`src/rtl/key_gen.sv`:
```
// Push-button emulator: plays a bounced single click, double click or long press
// onto an active-low key line, with busy/done handshaking and an error pulse for bad codes.
module key_gen #(
  parameter int BOUNCE_CYC = 4,
  parameter int BOUNCE_N   = 2,
  parameter int SHORT_CYC  = 20,
  parameter int LONG_CYC   = 100,
  parameter int GAP_CYC    = 30
) (
  input  logic       clk,
  input  logic       reset_n,
  input  logic       cmd_valid,
  input  logic [2:0] cmd,
  output logic       cmd_ready,
  output logic       key_out,
  output logic       busy,
  output logic       done,
  output logic       err
);

  localparam logic [2:0] CMD_SINGLE = 3'b001;
  localparam logic [2:0] CMD_DOUBLE = 3'b010;
  localparam logic [2:0] CMD_LONG   = 3'b100;

  localparam int MAX_AB  = (BOUNCE_CYC > SHORT_CYC) ? BOUNCE_CYC : SHORT_CYC;
  localparam int MAX_CD  = (LONG_CYC > GAP_CYC) ? LONG_CYC : GAP_CYC;
  localparam int MAX_CYC = (MAX_AB > MAX_CD) ? MAX_AB : MAX_CD;
  localparam int CNT_W   = $clog2(MAX_CYC + 1);
  localparam int GW      = (BOUNCE_N > 1) ? $clog2(BOUNCE_N) : 1;

  // Counters hold "cycles remaining minus one" so a phase ends when they read zero.
  localparam logic [CNT_W-1:0] BC_LAST    = CNT_W'(BOUNCE_CYC - 1);
  localparam logic [CNT_W-1:0] SHORT_LAST = CNT_W'(SHORT_CYC - 1);
  localparam logic [CNT_W-1:0] LONG_LAST  = CNT_W'(LONG_CYC - 1);
  localparam logic [CNT_W-1:0] GAP_LAST   = CNT_W'(GAP_CYC - 1);
  localparam logic [CNT_W-1:0] CNT_ONE    = CNT_W'(1);
  localparam logic [GW-1:0]    G_LAST     = GW'((BOUNCE_N > 0) ? BOUNCE_N - 1 : 0);
  localparam logic [GW-1:0]    G_ONE      = GW'(1);

  typedef enum logic [2:0] {
    S_IDLE, S_P_BNC, S_HOLD, S_R_BNC, S_GAP, S_BADCMD
  } state_t;

  state_t           state_q, state_d;
  logic [CNT_W-1:0] cnt_q, cnt_d;
  logic [GW-1:0]    gl_q, gl_d;
  logic             press_q, press_d;
  logic [2:0]       cmd_q, cmd_d;
  logic             key_q, key_d;
  logic             busy_q, busy_d;
  logic             done_q, done_d;
  logic             err_q, err_d;
  logic             press_end;
  logic             code_ok;
  logic [2:0]       press_cmd;
  logic [CNT_W-1:0] hold_last;

  assign code_ok   = (cmd == CMD_SINGLE) || (cmd == CMD_DOUBLE) || (cmd == CMD_LONG);
  // With no bounce the hold length is needed in the accepting cycle, before cmd_q is valid.
  assign press_cmd = (state_q == S_IDLE) ? cmd : cmd_q;
  assign hold_last = (press_cmd == CMD_LONG) ? LONG_LAST : SHORT_LAST;

  always_ff @(posedge clk or negedge reset_n) begin
    if (!reset_n) begin
      state_q <= S_IDLE;
      cnt_q   <= '0;
      gl_q    <= '0;
      press_q <= 1'b0;
      cmd_q   <= '0;
      key_q   <= 1'b1;
      busy_q  <= 1'b0;
      done_q  <= 1'b0;
      err_q   <= 1'b0;
    end else begin
      state_q <= state_d;
      cnt_q   <= cnt_d;
      gl_q    <= gl_d;
      press_q <= press_d;
      cmd_q   <= cmd_d;
      key_q   <= key_d;
      busy_q  <= busy_d;
      done_q  <= done_d;
      err_q   <= err_d;
    end
  end

  always_comb begin
    state_d   = state_q;
    cnt_d     = cnt_q;
    gl_d      = gl_q;
    press_d   = press_q;
    cmd_d     = cmd_q;
    key_d     = key_q;
    busy_d    = busy_q;
    done_d    = 1'b0;
    err_d     = 1'b0;
    press_end = 1'b0;
    case (state_q)
      S_IDLE: begin
        key_d  = 1'b1;
        busy_d = 1'b0;
        if (cmd_valid && !busy_q) begin
          cmd_d   = cmd;
          press_d = 1'b0;
          gl_d    = '0;
          busy_d  = 1'b1;
          if (code_ok) begin
            key_d = 1'b0;
            if (BOUNCE_N == 0) begin
              state_d = S_HOLD;
              cnt_d   = hold_last;
            end else begin
              state_d = S_P_BNC;
              cnt_d   = BC_LAST;
            end
          end else begin
            state_d = S_BADCMD;
            cnt_d   = '0;
          end
        end
      end
      S_P_BNC: begin
        if (cnt_q != '0) begin
          cnt_d = cnt_q - CNT_ONE;
        end else if (!key_q) begin
          key_d = 1'b1;
          cnt_d = BC_LAST;
        end else if (gl_q == G_LAST) begin
          state_d = S_HOLD;
          key_d   = 1'b0;
          cnt_d   = hold_last;
        end else begin
          key_d = 1'b0;
          cnt_d = BC_LAST;
          gl_d  = gl_q + G_ONE;
        end
      end
      S_HOLD: begin
        if (cnt_q != '0) begin
          cnt_d = cnt_q - CNT_ONE;
        end else if (BOUNCE_N == 0) begin
          press_end = 1'b1;
        end else begin
          state_d = S_R_BNC;
          key_d   = 1'b1;
          cnt_d   = BC_LAST;
          gl_d    = '0;
        end
      end
      S_R_BNC: begin
        if (cnt_q != '0) begin
          cnt_d = cnt_q - CNT_ONE;
        end else if (key_q) begin
          key_d = 1'b0;
          cnt_d = BC_LAST;
        end else if (gl_q == G_LAST) begin
          press_end = 1'b1;
        end else begin
          key_d = 1'b1;
          cnt_d = BC_LAST;
          gl_d  = gl_q + G_ONE;
        end
      end
      S_GAP: begin
        if (cnt_q != '0) begin
          cnt_d = cnt_q - CNT_ONE;
        end else begin
          press_d = 1'b1;
          gl_d    = '0;
          key_d   = 1'b0;
          if (BOUNCE_N == 0) begin
            state_d = S_HOLD;
            cnt_d   = hold_last;
          end else begin
            state_d = S_P_BNC;
            cnt_d   = BC_LAST;
          end
        end
      end
      S_BADCMD: begin
        state_d = S_IDLE;
        key_d   = 1'b1;
        busy_d  = 1'b0;
        done_d  = 1'b1;
        err_d   = 1'b1;
      end
      default: begin
        state_d = S_IDLE;
        key_d   = 1'b1;
        busy_d  = 1'b0;
        cnt_d   = '0;
      end
    endcase

    // Release finished: either pause before the second press or settle high and report.
    if (press_end) begin
      gl_d  = '0;
      key_d = 1'b1;
      if ((cmd_q == CMD_DOUBLE) && !press_q) begin
        state_d = S_GAP;
        cnt_d   = GAP_LAST;
      end else begin
        state_d = S_IDLE;
        cnt_d   = '0;
        busy_d  = 1'b0;
        done_d  = 1'b1;
      end
    end
  end

  assign key_out   = key_q;
  assign busy      = busy_q;
  assign done      = done_q;
  assign err       = err_q;
  assign cmd_ready = ~busy_q;

endmodule

```
`config.mk`:
```
export PLATFORM = sky130hd
export DESIGN_NAME = key_gen
export DESIGN_NICKNAME = d
export VERILOG_FILES = /design/src/rtl/key_gen.sv
export SDC_FILE = /design/constraint.sdc
export NUM_CORES = 1
export LEC_CHECK = 0
export CORE_ASPECT_RATIO = 0.8
export CORE_MARGIN = 1.5
export CORE_UTILIZATION = 45
export CTS_CLUSTER_SIZE = 28
export DETAILED_ROUTE_END_ITERATION = 7
export GPL_ROUTABILITY_DRIVEN = 0
export PLACE_DENSITY = 0.76
export SYNTH_ARGS = -nofsm -noshare
export SYNTH_HDL_FRONTEND = slang
export SYNTH_SLANG_ARGS = --single-unit
```
`constraint.sdc`:
```
create_clock -name clk -period 2.2 [get_ports clk]
set_input_delay 0.22 -clock clk [delete_from_list [all_inputs] [get_ports clk]]
set_output_delay 0.22 -clock clk [all_outputs]
set_load 0.005 [all_outputs]
```
==> results list <==
* Cell area after synthesis: 1230 µm²
- Net count, final: 170
* Type of destination of the critical path: register
- After synthesis, the cell types taking the most area are dfrtp_1 (37%), a21oi_1 (4.9%), o21ai_0 (4.5%).
- Synthesized area per cell: about 8.5 µm²
- Synth Area in Simple Gates: a little over a quarter
- The detail route stage leaves a number of antenna-violating nets equal to 0.
- Setup repair after global routing left no endpoint under its margin.
- Per report_power, the sequential group accounts for 32.8% of the total.
* Average wire length per cell after detail routing: ~14 µm
- DRC: 0
- Total CTS buffers: 3
- Summing the areas of all fa, ha and maj instances in the mapped netlist gives 1.84% of the synthesized area.
- Power per standard cell area: roughly 1300 nW/µm²
- By area, the combinational part of the netlist is dominated by simple AND/OR/NAND/NOR gates.
- The tree built by TritonCTS fans out to 19 sinks.
- Initial antenna violation count: 0
* Latest clock arrival within the worst-skew pair: 0.30 ns
* Antenna diode instance count: 0
- Global routing used 19.4% of the available tracks across all layers.
- Of the total power, combinational logic draws 58.6%.
- The cell sitting at the root of the clock tree is a clkbuf_4.
- The total overflow left after global routing is 0.
- Detailed placement ended at an HPWL of 2.08 mm.
* Quantity of I/O buffers inserted on ports: 10
- For this configuration, the core starts out at a cell density of 48.6%.
- The detailed router finished its first iteration with 101 violations.
- In this run, post-CTS hold repair placed 0 buffers.
* EDFF count, synth: 0
- Overall Power: 1.97 mW
- Internal power: 1.15 mW
- Worst-margin pin slew: 0.490 ns
- Count of synthesis-stage warnings from yosys: 0
- Number of cells after detailed placement: 192
* Final setup violation count: 0
- Compared with the post-synthesis result, the final layout area differs by 20.8%.
- For this block, the routed nets add up to 2.79 mm of wire.
- The floorplan step set the die height to 49.7 µm.
- Share of cells above drive strength 1: 19.1%
- Floorplan die area: 3050 µm²
- Ratio of routed vias to standard cells: 5.71
- Summed over all instances, the cell type with the most area after synthesis is dfrtp_1.
* #FFs+latches synth: 19
- Floorplan die width: 61.4 µm
- Result of the run: finished clean
- WP data required: 2.39 ns
* Multi-input gate area: 727 µm²
* Worst path arrival time: approximately 2.3 ns
- Net switching is 41.6% of the power.
- Net switching power of the design: 0.817 mW
- Yosys mapped the design onto just over 40 distinct sky130hd cell types.
* Total cell area at the placement stage: 1410 µm²
- Startpoint Class: register
- Cells fill 58.7% of the core in the end.
- Critical setup path kind: register to register
- The number of global-route vias before repair was 947.
- Most instantiated library cell after synthesis: dfrtp_1
* Fmax: 469 MHz
- In this run the standard cell core region covers 2520 µm².
- Worst Skew: ~0.011 ns
- Seq/Total Area, Yosys: 38.9%
- Worst Path Max Fanout: 5
* Worst Hold Class: primary input to asynchronous set/reset pin
- Post-Route Setup TNS: 0 ns
- Share of power burned in the clock network: 8.6%
* Post-synth ARST share: 100%
* Most used standard cells in the synthesized netlist: dfrtp_1 (18), nand2_1 (14), nor2_1 (14)
- The clock period could shrink to 2.13 ns.
- Count of TritonRoute iterations in the first routing pass: 4
- Once layout is done, the placed cells without fillers occupy 1480 µm².
- Counting every net in the synthesized netlist gives ~150.
* CTS tree: yes
- The count of endpoints failing hold in the final timing report was 0.
* Area share of the largest cell type after synthesis: roughly 37%
- IO Count: 11
- Max VDD drop: 0.000606 V
- Compound-cell area share of the yosys netlist: 20.2%
- The final route contains 1131 vias.
- After Yosys synthesis, XOR and XNOR cells account for 2.14% of the synthesized area.
- After the flow finishes, the layout carries non-filler instances totaling 198.
- Count of pins over their slew limit: 0
- Max-cap violations: 0
- Entering global routing, the biggest net connects 20 pins.
- In this run the tightest slew margin relative to its limit is between 60% and 70%.
* Max H-tree Level: 1
- Final-layout fill cell count: 225
- Number of instances in the synthesized netlist: 145
- Of the available clock period, the critical path in the final layout requires 96.9%.
* Clock transition at the registers of the reported paths: around 0.11 ns
- In the synthesized netlist the dominant register cell turns out to be dfrtp_1.
* FP Rows: 16
- CTS max path bufs: 2
- Mux share of post-synthesis cell area: 4.49%
- First-pass GRT wire length: 4.50 mm
- The analysis attributes to cell leakage a power of 0.603 nW.
- Summing all flip-flop and latch instances after layout gives 477 µm².
-- power by group through the flow --
| stage | logic, mW | clock network (mW) | registers (mW) |
|---|---|---|---|
| after floorplan | 0.759 | 0 | 0.599 |
| after global placement | 1.00 | 0 | 0.630 |
| after detailed placement | 1.03 | 0 | 0.642 |
| after CTS | 1.05 | 0.180 | 0.634 |
| after global routing | 1.27 | 0.193 | 0.668 |
| final | 1.15 | 0.170 | 0.644 |
-- placed cells by master (no fill, tap or decap), types with 4 or more instances in the layout --
cell / netlist / layout
nor3_1: 5 / 5
dfrtp_1: 18 / 18
mux2_2: 4 / 4
o21ai_0: 11 / 10
nand2_1: 14 / 14
buf_4: 0 / 10
inv_1: 5 / 5
nor2_1: 14 / 14
nor2b_1: 7 / 7
clkdlybuf4s50_1: 0 / 10
a21oi_1: 12 / 12
-- flip-flops by register name, indices dropped and copies added, names as in the netlist --
signal,cells
press_q,1
key_out,1
done,1
cnt_q,7
state_q,3
gl_q,1
err,1
cmd_q,3
busy,1
-- worst paths after layout --
path | startpoint | to | slack [ns] | cells past startpoint
max in group asynchronous | reset_n | key_out | 1.70 | 2
min | reset_n | busy | 0.25 | 2
min in group clk | cmd_q[1] | cmd_q[1] | 0.54 | 1
min reg2reg | cmd_q[1] | cmd_q[1] | 0.54 | 1
max | cnt_q[1] | cnt_q[1] | 0.07 | 6
max reg2reg | cnt_q[1] | cnt_q[1] | 0.07 | 6
-- timing repair --
item / 4_1_cts / 5_1_grt
cloned: 0 / 1
resized for setup: 2 / 7
setup buffers: 0 / 1
pin swaps: 0 / 2
endpoints found under the setup margin: 3 / 7
endpoints found under the hold margin: 0 / 0
-- worst max-delay path: stages (launching register included) --
cell,delay (ns)
dfrtp_1,0.41
inv_1,0.10
ha_4,0.15
or4b_4,0.47
or2_4,0.29
or3_4,0.35
a32o_1,0.26
-- routing by layer --
| layer | vias up | wire length, µm | GRT usage [%] |
|---|---|---|---|
| li1 | 555 | - | - |
| met2 | 42 | 1240 | 28.4 |
| met4 | 0 | 12 | 2.13 |
| met3 | 2 | 199 | 4.72 |
| met5 | - | 0 | 0 |
| met1 | 532 | 1340 | 30.0 |
-- through the flow --
stage	hold slack [ns]	setup WS [ns]
2_1_floorplan	-0.0756	-0.0313
3_3_place_gp	0.498	0.0707
3_5_place_dp	0.519	-0.0240
4_1_cts	0.256	0.00836
5_1_grt	0.264	0.0150
6_report	0.248	0.0685
-- final cells by class --
class                           instances  area share, %
Tap cell                               36           3.04
Clock inverter                          1          0.338
Inverter                                5           1.27
Sequential cell                        19           32.2
Multi-Input combinational cell        113           49.1
Clock buffer                            3           1.52
Timing Repair Buffer                   21           12.6
-- logic make-up after synthesis --
logic type,Yosys count
DFF,19
xor gates and xnor gates,3
muxes,5
AOI/OAI and AO/OA,39
and+or+nand+nor,63
adders and majority gates,2
buffers and inverters,14
Note: power is estimated with default switching activity, not from simulation.
